===== src/rtl/instr_fetch_unit_pkg.sv =====
// Shared encodings for the fetch unit and the branch-select translator.
// Pure types/constants: no latency, no backpressure.
package instr_fetch_unit_pkg;

    localparam int INSTR_W = 32;
    localparam int ADDR_W  = 32;

    typedef enum logic [1:0] {
        BR_NEVER  = 2'b00,
        BR_IF_NZ  = 2'b01,
        BR_IF_Z   = 2'b10,
        BR_ALWAYS = 2'b11
    } branch_op_e;

    typedef enum logic [2:0] {
        ST_FETCH   = 3'd0,
        ST_WAIT    = 3'd1,
        ST_HOLD    = 3'd2,
        ST_RESOLVE = 3'd3,
        ST_HALT    = 3'd4
    } ifu_state_e;

    // Taken targets are halfword aligned: bit 0 of the ALU sum is dropped.
    function automatic logic [ADDR_W-1:0] taken_pc(input logic [ADDR_W-1:0] target);
        return target & ~ADDR_W'(1);
    endfunction

endpackage


===== src/rtl/instr_fetch_unit_if.sv =====
// Bundle of imem, decode and resolve signals around the fetch unit.
// Pure wiring: no latency; each group uses its own valid/ready or valid-only handshake.
interface instr_fetch_unit_if;
    import instr_fetch_unit_pkg::*;

    logic               imem_req_valid;
    logic               imem_req_ready;
    logic [ADDR_W-1:0]  imem_addr;
    logic               imem_rsp_valid;
    logic [INSTR_W-1:0] imem_rsp_data;
    logic [INSTR_W-1:0] instr;
    logic [ADDR_W-1:0]  instr_pc;
    logic               instr_valid;
    logic               instr_ready;
    logic               resolve_valid;
    logic [1:0]         branch_op;
    logic               alu_zero;
    logic [ADDR_W-1:0]  branch_target;
    logic               misalign_err;
    logic [31:0]        retire_count;

    modport master (
        output imem_req_valid, imem_addr, instr, instr_pc, instr_valid,
               misalign_err, retire_count,
        input  imem_req_ready, imem_rsp_valid, imem_rsp_data, instr_ready,
               resolve_valid, branch_op, alu_zero, branch_target
    );

    modport slave (
        input  imem_req_valid, imem_addr, instr, instr_pc, instr_valid,
               misalign_err, retire_count,
        output imem_req_ready, imem_rsp_valid, imem_rsp_data, instr_ready,
               resolve_valid, branch_op, alu_zero, branch_target
    );

endinterface


===== src/rtl/instr_fetch_unit_branch_taken_eval.sv =====
// Branch taken decision from branch_op and the ALU zero flag.
// Combinational, zero latency; no backpressure.
module branch_taken_eval
    import instr_fetch_unit_pkg::*;
(
    input  branch_op_e branch_op,
    input  logic       alu_zero,
    output logic       taken
);

    always_comb begin
        taken = 1'b0;
        case (branch_op)
            BR_NEVER:  taken = 1'b0;
            BR_IF_NZ:  taken = ~alu_zero;
            BR_IF_Z:   taken = alu_zero;
            BR_ALWAYS: taken = 1'b1;
            default:   taken = 1'b0;
        endcase
    end

endmodule


===== src/rtl/instr_fetch_unit.sv =====
// One-instruction-in-flight fetch loop: request, capture, hand to decode, await resolve.
// Latency: 4 cycles accept-to-next-request; stalls in place on imem_req_ready/instr_ready low.
module instr_fetch_unit
    import instr_fetch_unit_pkg::*;
#(
    parameter logic [ADDR_W-1:0] RESET_PC = 32'h0000_0000
) (
    input  logic                 clk,
    input  logic                 rst_n,
    instr_fetch_unit_if.master   bus
);

    ifu_state_e         state_q, state_d;
    logic [ADDR_W-1:0]  pc_q, pc_d;
    logic [INSTR_W-1:0] instr_q, instr_d;
    logic [ADDR_W-1:0]  instr_pc_q, instr_pc_d;
    logic               misalign_q, misalign_d;
    logic [31:0]        retire_q, retire_d;
    logic               req_vld_q, req_vld_d;
    logic               instr_vld_q, instr_vld_d;
    logic               taken;

    branch_taken_eval u_taken (
        .branch_op (branch_op_e'(bus.branch_op)),
        .alu_zero  (bus.alu_zero),
        .taken     (taken)
    );

    always_comb begin
        state_d    = state_q;
        pc_d       = pc_q;
        instr_d    = instr_q;
        instr_pc_d = instr_pc_q;
        misalign_d = misalign_q;
        retire_d   = retire_q;
        case (state_q)
            ST_FETCH: begin
                // Handshake uses the registered valid, so the first post-reset cycle cannot accept.
                if (req_vld_q && bus.imem_req_ready) begin
                    state_d = ST_WAIT;
                end
            end
            ST_WAIT: begin
                if (bus.imem_rsp_valid) begin
                    instr_d    = bus.imem_rsp_data;
                    instr_pc_d = pc_q;
                    state_d    = ST_HOLD;
                end
            end
            ST_HOLD: begin
                if (bus.instr_ready) begin
                    state_d = ST_RESOLVE;
                end
            end
            ST_RESOLVE: begin
                if (bus.resolve_valid) begin
                    retire_d = retire_q + 32'd1;
                    if (taken && bus.branch_target[1]) begin
                        misalign_d = 1'b1;
                        state_d    = ST_HALT;
                    end else begin
                        pc_d    = taken ? taken_pc(bus.branch_target) : pc_q + 32'd4;
                        state_d = ST_FETCH;
                    end
                end
            end
            ST_HALT: begin
                state_d = ST_HALT;
            end
            default: begin
                state_d = ST_FETCH;
            end
        endcase
        req_vld_d   = (state_d == ST_FETCH);
        instr_vld_d = (state_d == ST_HOLD);
    end

    always_ff @(posedge clk or negedge rst_n) begin
        if (!rst_n) begin
            state_q     <= ST_FETCH;
            pc_q        <= RESET_PC;
            instr_q     <= '0;
            instr_pc_q  <= '0;
            misalign_q  <= 1'b0;
            retire_q    <= '0;
            req_vld_q   <= 1'b0;
            instr_vld_q <= 1'b0;
        end else begin
            state_q     <= state_d;
            pc_q        <= pc_d;
            instr_q     <= instr_d;
            instr_pc_q  <= instr_pc_d;
            misalign_q  <= misalign_d;
            retire_q    <= retire_d;
            req_vld_q   <= req_vld_d;
            instr_vld_q <= instr_vld_d;
        end
    end

    assign bus.imem_req_valid = req_vld_q;
    assign bus.imem_addr      = pc_q;
    assign bus.instr          = instr_q;
    assign bus.instr_pc       = instr_pc_q;
    assign bus.instr_valid    = instr_vld_q;
    assign bus.misalign_err   = misalign_q;
    assign bus.retire_count   = retire_q;

endmodule


===== src/flat_wrapper.sv =====
// flat-port wrapper written by rule: the top's interface ports become plain ports
module instr_fetch_unit_flat import instr_fetch_unit_pkg::*;
#(
    parameter logic [ADDR_W-1:0] RESET_PC = 32'h0000_0000
)
  (clk, rst_n, bus_imem_req_valid, bus_imem_addr, bus_instr, bus_instr_pc, bus_instr_valid, bus_misalign_err, bus_retire_count, bus_imem_req_ready, bus_imem_rsp_valid, bus_imem_rsp_data, bus_instr_ready, bus_resolve_valid, bus_branch_op, bus_alu_zero, bus_branch_target);
  instr_fetch_unit_if bus_i ();
  input  logic clk;
  input  logic rst_n;
  output wire logic [$bits(bus_i.imem_req_valid)-1:0] bus_imem_req_valid;
  output wire logic [$bits(bus_i.imem_addr)-1:0] bus_imem_addr;
  output wire logic [$bits(bus_i.instr)-1:0] bus_instr;
  output wire logic [$bits(bus_i.instr_pc)-1:0] bus_instr_pc;
  output wire logic [$bits(bus_i.instr_valid)-1:0] bus_instr_valid;
  output wire logic [$bits(bus_i.misalign_err)-1:0] bus_misalign_err;
  output wire logic [$bits(bus_i.retire_count)-1:0] bus_retire_count;
  input wire logic [$bits(bus_i.imem_req_ready)-1:0] bus_imem_req_ready;
  input wire logic [$bits(bus_i.imem_rsp_valid)-1:0] bus_imem_rsp_valid;
  input wire logic [$bits(bus_i.imem_rsp_data)-1:0] bus_imem_rsp_data;
  input wire logic [$bits(bus_i.instr_ready)-1:0] bus_instr_ready;
  input wire logic [$bits(bus_i.resolve_valid)-1:0] bus_resolve_valid;
  input wire logic [$bits(bus_i.branch_op)-1:0] bus_branch_op;
  input wire logic [$bits(bus_i.alu_zero)-1:0] bus_alu_zero;
  input wire logic [$bits(bus_i.branch_target)-1:0] bus_branch_target;
  assign bus_imem_req_valid = bus_i.imem_req_valid;
  assign bus_imem_addr = bus_i.imem_addr;
  assign bus_instr = bus_i.instr;
  assign bus_instr_pc = bus_i.instr_pc;
  assign bus_instr_valid = bus_i.instr_valid;
  assign bus_misalign_err = bus_i.misalign_err;
  assign bus_retire_count = bus_i.retire_count;
  assign bus_i.imem_req_ready = bus_imem_req_ready;
  assign bus_i.imem_rsp_valid = bus_imem_rsp_valid;
  assign bus_i.imem_rsp_data = bus_imem_rsp_data;
  assign bus_i.instr_ready = bus_instr_ready;
  assign bus_i.resolve_valid = bus_resolve_valid;
  assign bus_i.branch_op = bus_branch_op;
  assign bus_i.alu_zero = bus_alu_zero;
  assign bus_i.branch_target = bus_branch_target;
  instr_fetch_unit #(.RESET_PC(RESET_PC)) u_core (.clk(clk), .rst_n(rst_n), .bus(bus_i));
endmodule

===== config.mk =====
export PLATFORM = sky130hd
export DESIGN_NAME = instr_fetch_unit_flat
export DESIGN_NICKNAME = d
export VERILOG_FILES = /design/src/rtl/instr_fetch_unit_pkg.sv /design/src/rtl/instr_fetch_unit_if.sv /design/src/rtl/instr_fetch_unit_branch_taken_eval.sv /design/src/rtl/instr_fetch_unit.sv /design/src/flat_wrapper.sv
export SDC_FILE = /design/constraint.sdc
export NUM_CORES = 1
export LEC_CHECK = 0
export ABC_CLOCK_PERIOD_IN_PS = 5430
export BUFFER_PORTS_ARGS = -buffer_cell sky130_fd_sc_hd__buf_2
export CORE_ASPECT_RATIO = 2
export CORE_MARGIN = 5
export CORE_UTILIZATION = 30
export DETAILED_ROUTE_END_ITERATION = 8
export PLACE_DENSITY = 0.51
export SLEW_MARGIN = 20
export SYNTH_ARGS = -nofsm -noshare
export SYNTH_HDL_FRONTEND = slang
export SYNTH_SLANG_ARGS = --single-unit

===== constraint.sdc =====
create_clock -name clk -period 5.43 [get_ports clk]
set_input_delay 0.8145 -clock clk [delete_from_list [all_inputs] [get_ports clk]]
set_output_delay 0.8145 -clock clk [all_outputs]
set_load 0.02 [all_outputs]

# After elaboration in Yosys (flattened, before gate mapping)
# Cells that the tools add are included.
classes:
  addsub: 2
  n_eq_ne: 8
  muxes: 8
  bitwise_logic: 2
  n_reduce_logical: 9
ops:
  columns: ["op", "count"]
  rows:
  - ["adder 32 x 1 -> 32 bit, second input constant", 1]
  - ["adder 32 x 3 -> 32 bit, second input constant", 1]
  - ["two-way mux 32 bit", 1]
  - ["two-way mux 3 bit", 5]
  - ["case mux 3 bit (5 select lines)", 1]
  - ["== test 3 x 2 -> 1 bit, second input constant", 3]
  - ["logical NOT 3 bit", 2]
  - ["AND reduction 3 bit", 2]
  - ["== test 2 bit, second input constant", 2]
  - ["case mux 1 bit (4 select lines)", 1]
  - ["AND reduction 2 bit", 2]
  - ["== test 3 x 1 -> 1 bit, second input constant", 1]
  - ["== test 3 bit, second input constant", 1]
  - ["== test 2 x 1 -> 1 bit, second input constant", 1]
  - ["logical AND 1 bit", 2]
  - ["logical NOT 2 bit", 1]
  - ["inverter 1 bit", 2]
totals:
  ff_bits: 134
  input_bits: 73
  output_inout_bits: 131
  word_cells: 37

# Depth between registers and ports, before layout
depth:
  depth_word: 7
  mapped_depth: 6
  depth_no_buf: 6

# Modules after synthesis
# Synthesis repeated with hierarchy kept, for this count alone.
hier_totals:
  cells_unflattened: 575
  hier_area_um2: 6204.7
by_module_without_submodules:
  columns: ["module", "n_inst", "cells_each", "area_per_inst_um2", "seq_area_each_um2"]
  rows:
  - ["instr_fetch_unit", 1, 574, 6189.7, 3303.2]
  - ["branch_taken_eval", 1, 1, 15.0, 0.0]

# Worst setup path after synthesis
# OpenSTA, ideal clock, no wires.
synth_path:
  path_type: "input -> register"
  start: "input bus_imem_rsp_valid"
  end: "register u_core.instr_q[0] (netlist: u_core.bus.instr[0])"
  setup_ns: 0.125
  t_arrival_ns: 1.922
  required_time_ns: 5.305
  setup_slack_ns: 3.383
  path_stages: 5
  path_buffers: 2
  path_cell_list: "nor2b_1 > and3b_1 > clkbuf_1 > buf_2 > mux2_2"
synth_via:
  elab_chain_cells: 1
synth_lines:
  columns: ["element", "line_no", "rtl"]
  rows:
  - ["start, declared", "flat_wrapper.sv:18", "input wire logic [$bits(bus_i.imem_rsp_valid)-1:0] bus_imem_rsp_valid;"]
  - ["AND reduction 2 bit (no line)", null, null]
  - ["end signal, assigned", "instr_fetch_unit.sv:91", "instr_q <= instr_d;"]
  - ["end, declared", "instr_fetch_unit.sv:15", "logic [INSTR_W-1:0] instr_q, instr_d;"]
# No other way between the ends.
# A chain may end at the register's enable or synchronous reset.

# Final worst setup path
layout_path:
  start: "input bus_alu_zero"
  end: "register u_core.pc_q[14] (netlist: u_core.bus.imem_addr[14])"
layout_via:
  elab_chain_cells: 5
  word_cells_on_any_way: 6
  classes_between: "mux (2); bitwise (2); reduce/logical (2)"
layout_lines:
  columns: ["element", "line_no", "rtl"]
  rows:
  - ["start, declared", "flat_wrapper.sv:23", "input wire logic [$bits(bus_i.alu_zero)-1:0] bus_alu_zero;"]
  - ["inverter 1 bit", "instr_fetch_unit_branch_taken_eval.sv:15", "BR_IF_NZ: taken = ~alu_zero;"]
  - ["case mux 1 bit (4 select lines) (*)", "instr_fetch_unit_branch_taken_eval.sv:13", "case (branch_op)"]
  - ["logical AND 1 bit", "instr_fetch_unit.sv:58", "if (taken && bus.branch_target[1]) begin"]
  - ["inverter 1 bit (no line)", null, null]
  - ["AND reduction 3 bit (no line)", null, null]
  - ["end signal, assigned", "instr_fetch_unit.sv:90", "pc_q <= pc_d;"]
  - ["end, declared", "instr_fetch_unit.sv:14", "logic [ADDR_W-1:0] pc_q, pc_d;"]
# Every way passes the cells marked *; elsewhere a longest branch is shown, timed or not.

==> flow_metrics.py <==
metrics = {
    "cts": {
        "cts_hold_buf": 0,
        "clock_sinks": 132,
        "cts_tree": "done",
        "clock_latency_ps": 410,
        "cts_made_buffers": 17,
        "cts_buffer_depth": 2,
        "path_clk_slew_ps": 60,
        "cts_root_buf": "clkbuf_16",
        "cts_htree_levels": 4,
        "cts_resized": 0,
        "cts_setup_buffers": 0,
    },
    "power_and_ir_drop": {
        "powerDensity_nw_per_um2": 558,
        "leakage_nw": 3.70,
        "fin_total_pwr_mw": 4.38,
        "ir_worst_vdd_mv": 0.236,
    },
    "setup_path": {
        "r2r_setup_slack_ps": 2770,
        "crit_path_end_kind": "flip-flop",
        "crit_type": "in2reg",
        "required_ps": 5740,
        "cp-start-kind": "input port",
        "arrival_ps": 3100,
        "timing.rr.end": "u_core.bus.imem_addr[14]",
        "path_max_fanout": 17,
        "r2r-start": "u_core.state_q[2]",
        "reg2regPathDepth": 4,
    },
    "cells_and_area": {
        "syn_to_final_growth_pct": 31.2,
        "fillers": 1965,
        "layoutNonFillerInstCount": 990,
        "stdcell_area_sq_um": 7850,
        "diodes": 0,
        "utilization_pct": 39.8,
        "final_nets": 792,
        "drive_above_1_share_pct": 43.1,
    },
    "sta": {
        "fmaxAchievable_ghz": 0.359,
        "setup_viol": 0,
        "period_share_pct": 51.4,
        "setup_tns_ps": 0,
        "rsz0062_at_grt": "no",
        "maxSlewHeadroom_pct": 27.6,
        "tightest_slew_ps": 1080,
        "drv_slew": 0,
        "layout_setup_ws_ps": 2640,
        "final.min_clock_period_ps": 2790,
        "whs_ps": 460,
        "final-hold-violation-count": 0,
        "fin_worst_skew_ps": 9.98,
    },
    "logic_synthesis": {
        "yosys.area_share.simple_pct": 15.8,
        "ys.flop_type": "dfrtp_1",
        "yosysUniqueCellTypes": 57,
        "synth-edff-count": 0,
        "synth_xor_area_share_pct": 4.68,
        "ys_ff_latch": 132,
        "synth_fa_ha_area_share_pct": 0.418,
        "ys_seq_area_share_pct": 55.2,
        "synthArstFlopShare_pct": 100,
        "ys.warnings.count": 0,
        "synthCells": 512,
        "avgSynthCellArea_sq_um": 11.7,
        "synth_top_family_by_area": "simple AND/OR/NAND/NOR gates",
        "synth_compound_area_share_pct": 8.59,
        "synthMuxAreaShare_pct": 13.3,
        "syn_area_sq_um": 5980,
    },
    "place": {
        "hpwl_um": 13200,
        "portBuffers": 200,
        "gp_congestion": 0.861,
        "pre_cts_ws_ps": 2210,
        "placedCellCount": 960,
        "placedInstanceArea_sq_um": 7270,
    },
    "run": {
        "maxCapViolations": 0,
    },
    "global_route": {
        "grt_pass1_vias": 5283,
        "grt_util_met2_pct": 29.3,
        "antenna_found_initial": 0,
        "track_usage_pct": 15.9,
        "busiest_layer": "met2",
        "met3_usage_pct": 3.26,
        "met1_usage_pct": 17.4,
        "grt_pass1_wl_um": 28400,
        "grt_max_degree": 101,
        "grt-ovfl-total": 0,
    },
    "die": {
        "initial_core_util_pct": 30.3,
        "fp.dieW_um": 110,
        "fp.dieH_um": 210,
        "rows": 73,
        "core_area_sq_um": 19700,
        "ios": 204,
        "dieArea_sq_um": 23000,
    },
    "routing": {
        "drt_iter0_markers": 213,
        "viasPerCell": 4.94,
        "drtAntennaViolNets": 0,
        "wirelength_um": 17800,
        "first_pass_iters": 4,
        "detail_route.wl_per_cell_um": 18.0,
        "drc": 0,
        "vias": 4894,
    },
    "status": {
        "status": "finished, final reports clean",
    },
    "hold_path": {
        "hp-class": "in2async",
    },
}
kinds of logic after synthesis:
logic type / Yosys count
and+or+nand+nor: 167
DFF: 132
AOI/OAI and AO/OA: 82
muxes: 70
xor gates and xnor gates: 32
buffers and inverters: 26
adders and majority gates: 2
other: 1
routing by layer:
metal  routed length, um  part of all wire [%]  vias up
met5                   0                     0        -
met4                 233                   1.3        0
met3                 900                   5.0       12
met2                9960                    56      168
met1                6760                    38     2431
li1                    -                     -     2283
layout by cell type, fill, tap and decap left out, types with 7 or more instances in the layout:
| cell type | n |
|---|---|
| a22oi_1 | 8 |
| nor3_1 | 10 |
| o22ai_1 | 9 |
| xnor2_1 | 25 |
| xor2_1 | 7 |
| dfrtp_1 | 132 |
| mux2_2 | 64 |
| buf_2 | 199 |
| o21ai_0 | 11 |
| nand4_1 | 16 |
| nor2_1 | 29 |
| nand2_1 | 40 |
| clkbuf_16 | 17 |
| nand3_1 | 28 |
| a21oi_1 | 28 |
worst max-delay path, cell delays in order:
cell	delay, ps
buf_2	120
mux2_2	470
nand2_1	370
nor2_1	920
a211oi_1	110
a311oi_1	280
where the power goes:
part	internal [mW]	leakage, nW	switching, mW
Clock	0.731	0.286	0.409
Sequential	1.34	1.62	0.335
Combinational	0.632	1.79	0.937
Total	2.70	3.70	1.68
cell type report:
type,count,area (sq um),share of cell area (%)
flip-flops and latches,132,3300,42.1
repair buffers,206,1050,13.4
clock buffers,26,509,6.49
multi-input cells,355,2570,32.7
well taps,262,328,4.17
inverters,5,18.8,0.239
clock inverters,4,70.1,0.892
cell usage after synthesis, types with 2 or more instances:
library cell  instances  area (sq um)
o22ai_1               9          56.3
nand3_1              28           140
o211ai_1              3          22.5
buf_2                 7          35.0
a2bb2oi_1             5          43.8
ha_1                  2          25.0
a21oi_1              28           140
xor2_1                7          61.3
nor4_1                2          12.5
a211oi_1              2          15.0
nor3_1               10          50.1
dfrtp_1             132          3300
nor4_4                3          63.8
mux2_2               64           721
or3_1                 3          18.8
o21ai_0              11          55.1
and3_1                4          25.0
inv_1                 5          18.8
nand2_1              40           150
a311oi_1              3          26.3
a21o_1                2          15.0
or2_2                 2          12.5
buf_4                 2          15.0
nor2_1               29           109
nand4_1              16           100
and4_1                4          35.0
and3_2                2          15.0
clkbuf_1             11          41.3
or4_1                 2          15.0
a22oi_1               8          60.1
and2_1                5          31.3
mux2i_1               4          40.0
nor4_2                2          25.0
nand2b_1              3          18.8
nand4b_1              2          17.5
o21ai_1               4          20.0
nand4_2               2          25.0
xnor2_1              25           219
registers in the layout (all words and copies together), names as in the netlist:
register / cells
u_core.bus.retire_count: 32
u_core.bus.imem_addr: 31
u_core.bus.instr_pc: 31
u_core.bus.imem_req_valid: 1
u_core.state_q: 3
u_core.bus.instr_valid: 1
u_core.bus.instr: 32
u_core.bus.misalign_err: 1
how the worst max path moves through the flow:
stage                                     endpoint  depth (start not counted)          startpoint  slack (ps)
after floorplan                u_core.bus.instr[0]                          5  bus_imem_rsp_valid        3380
after global placement    u_core.bus.imem_addr[14]                          6        bus_alu_zero        2270
after detailed placement  u_core.bus.imem_addr[14]                          6        bus_alu_zero        2210
after CTS                 u_core.bus.imem_addr[14]                          6        bus_alu_zero        2630
after global routing      u_core.bus.imem_addr[14]                          6        bus_alu_zero        2490
final                     u_core.bus.imem_addr[14]                          6        bus_alu_zero        2640
Power figures use the tool's default switching activity.
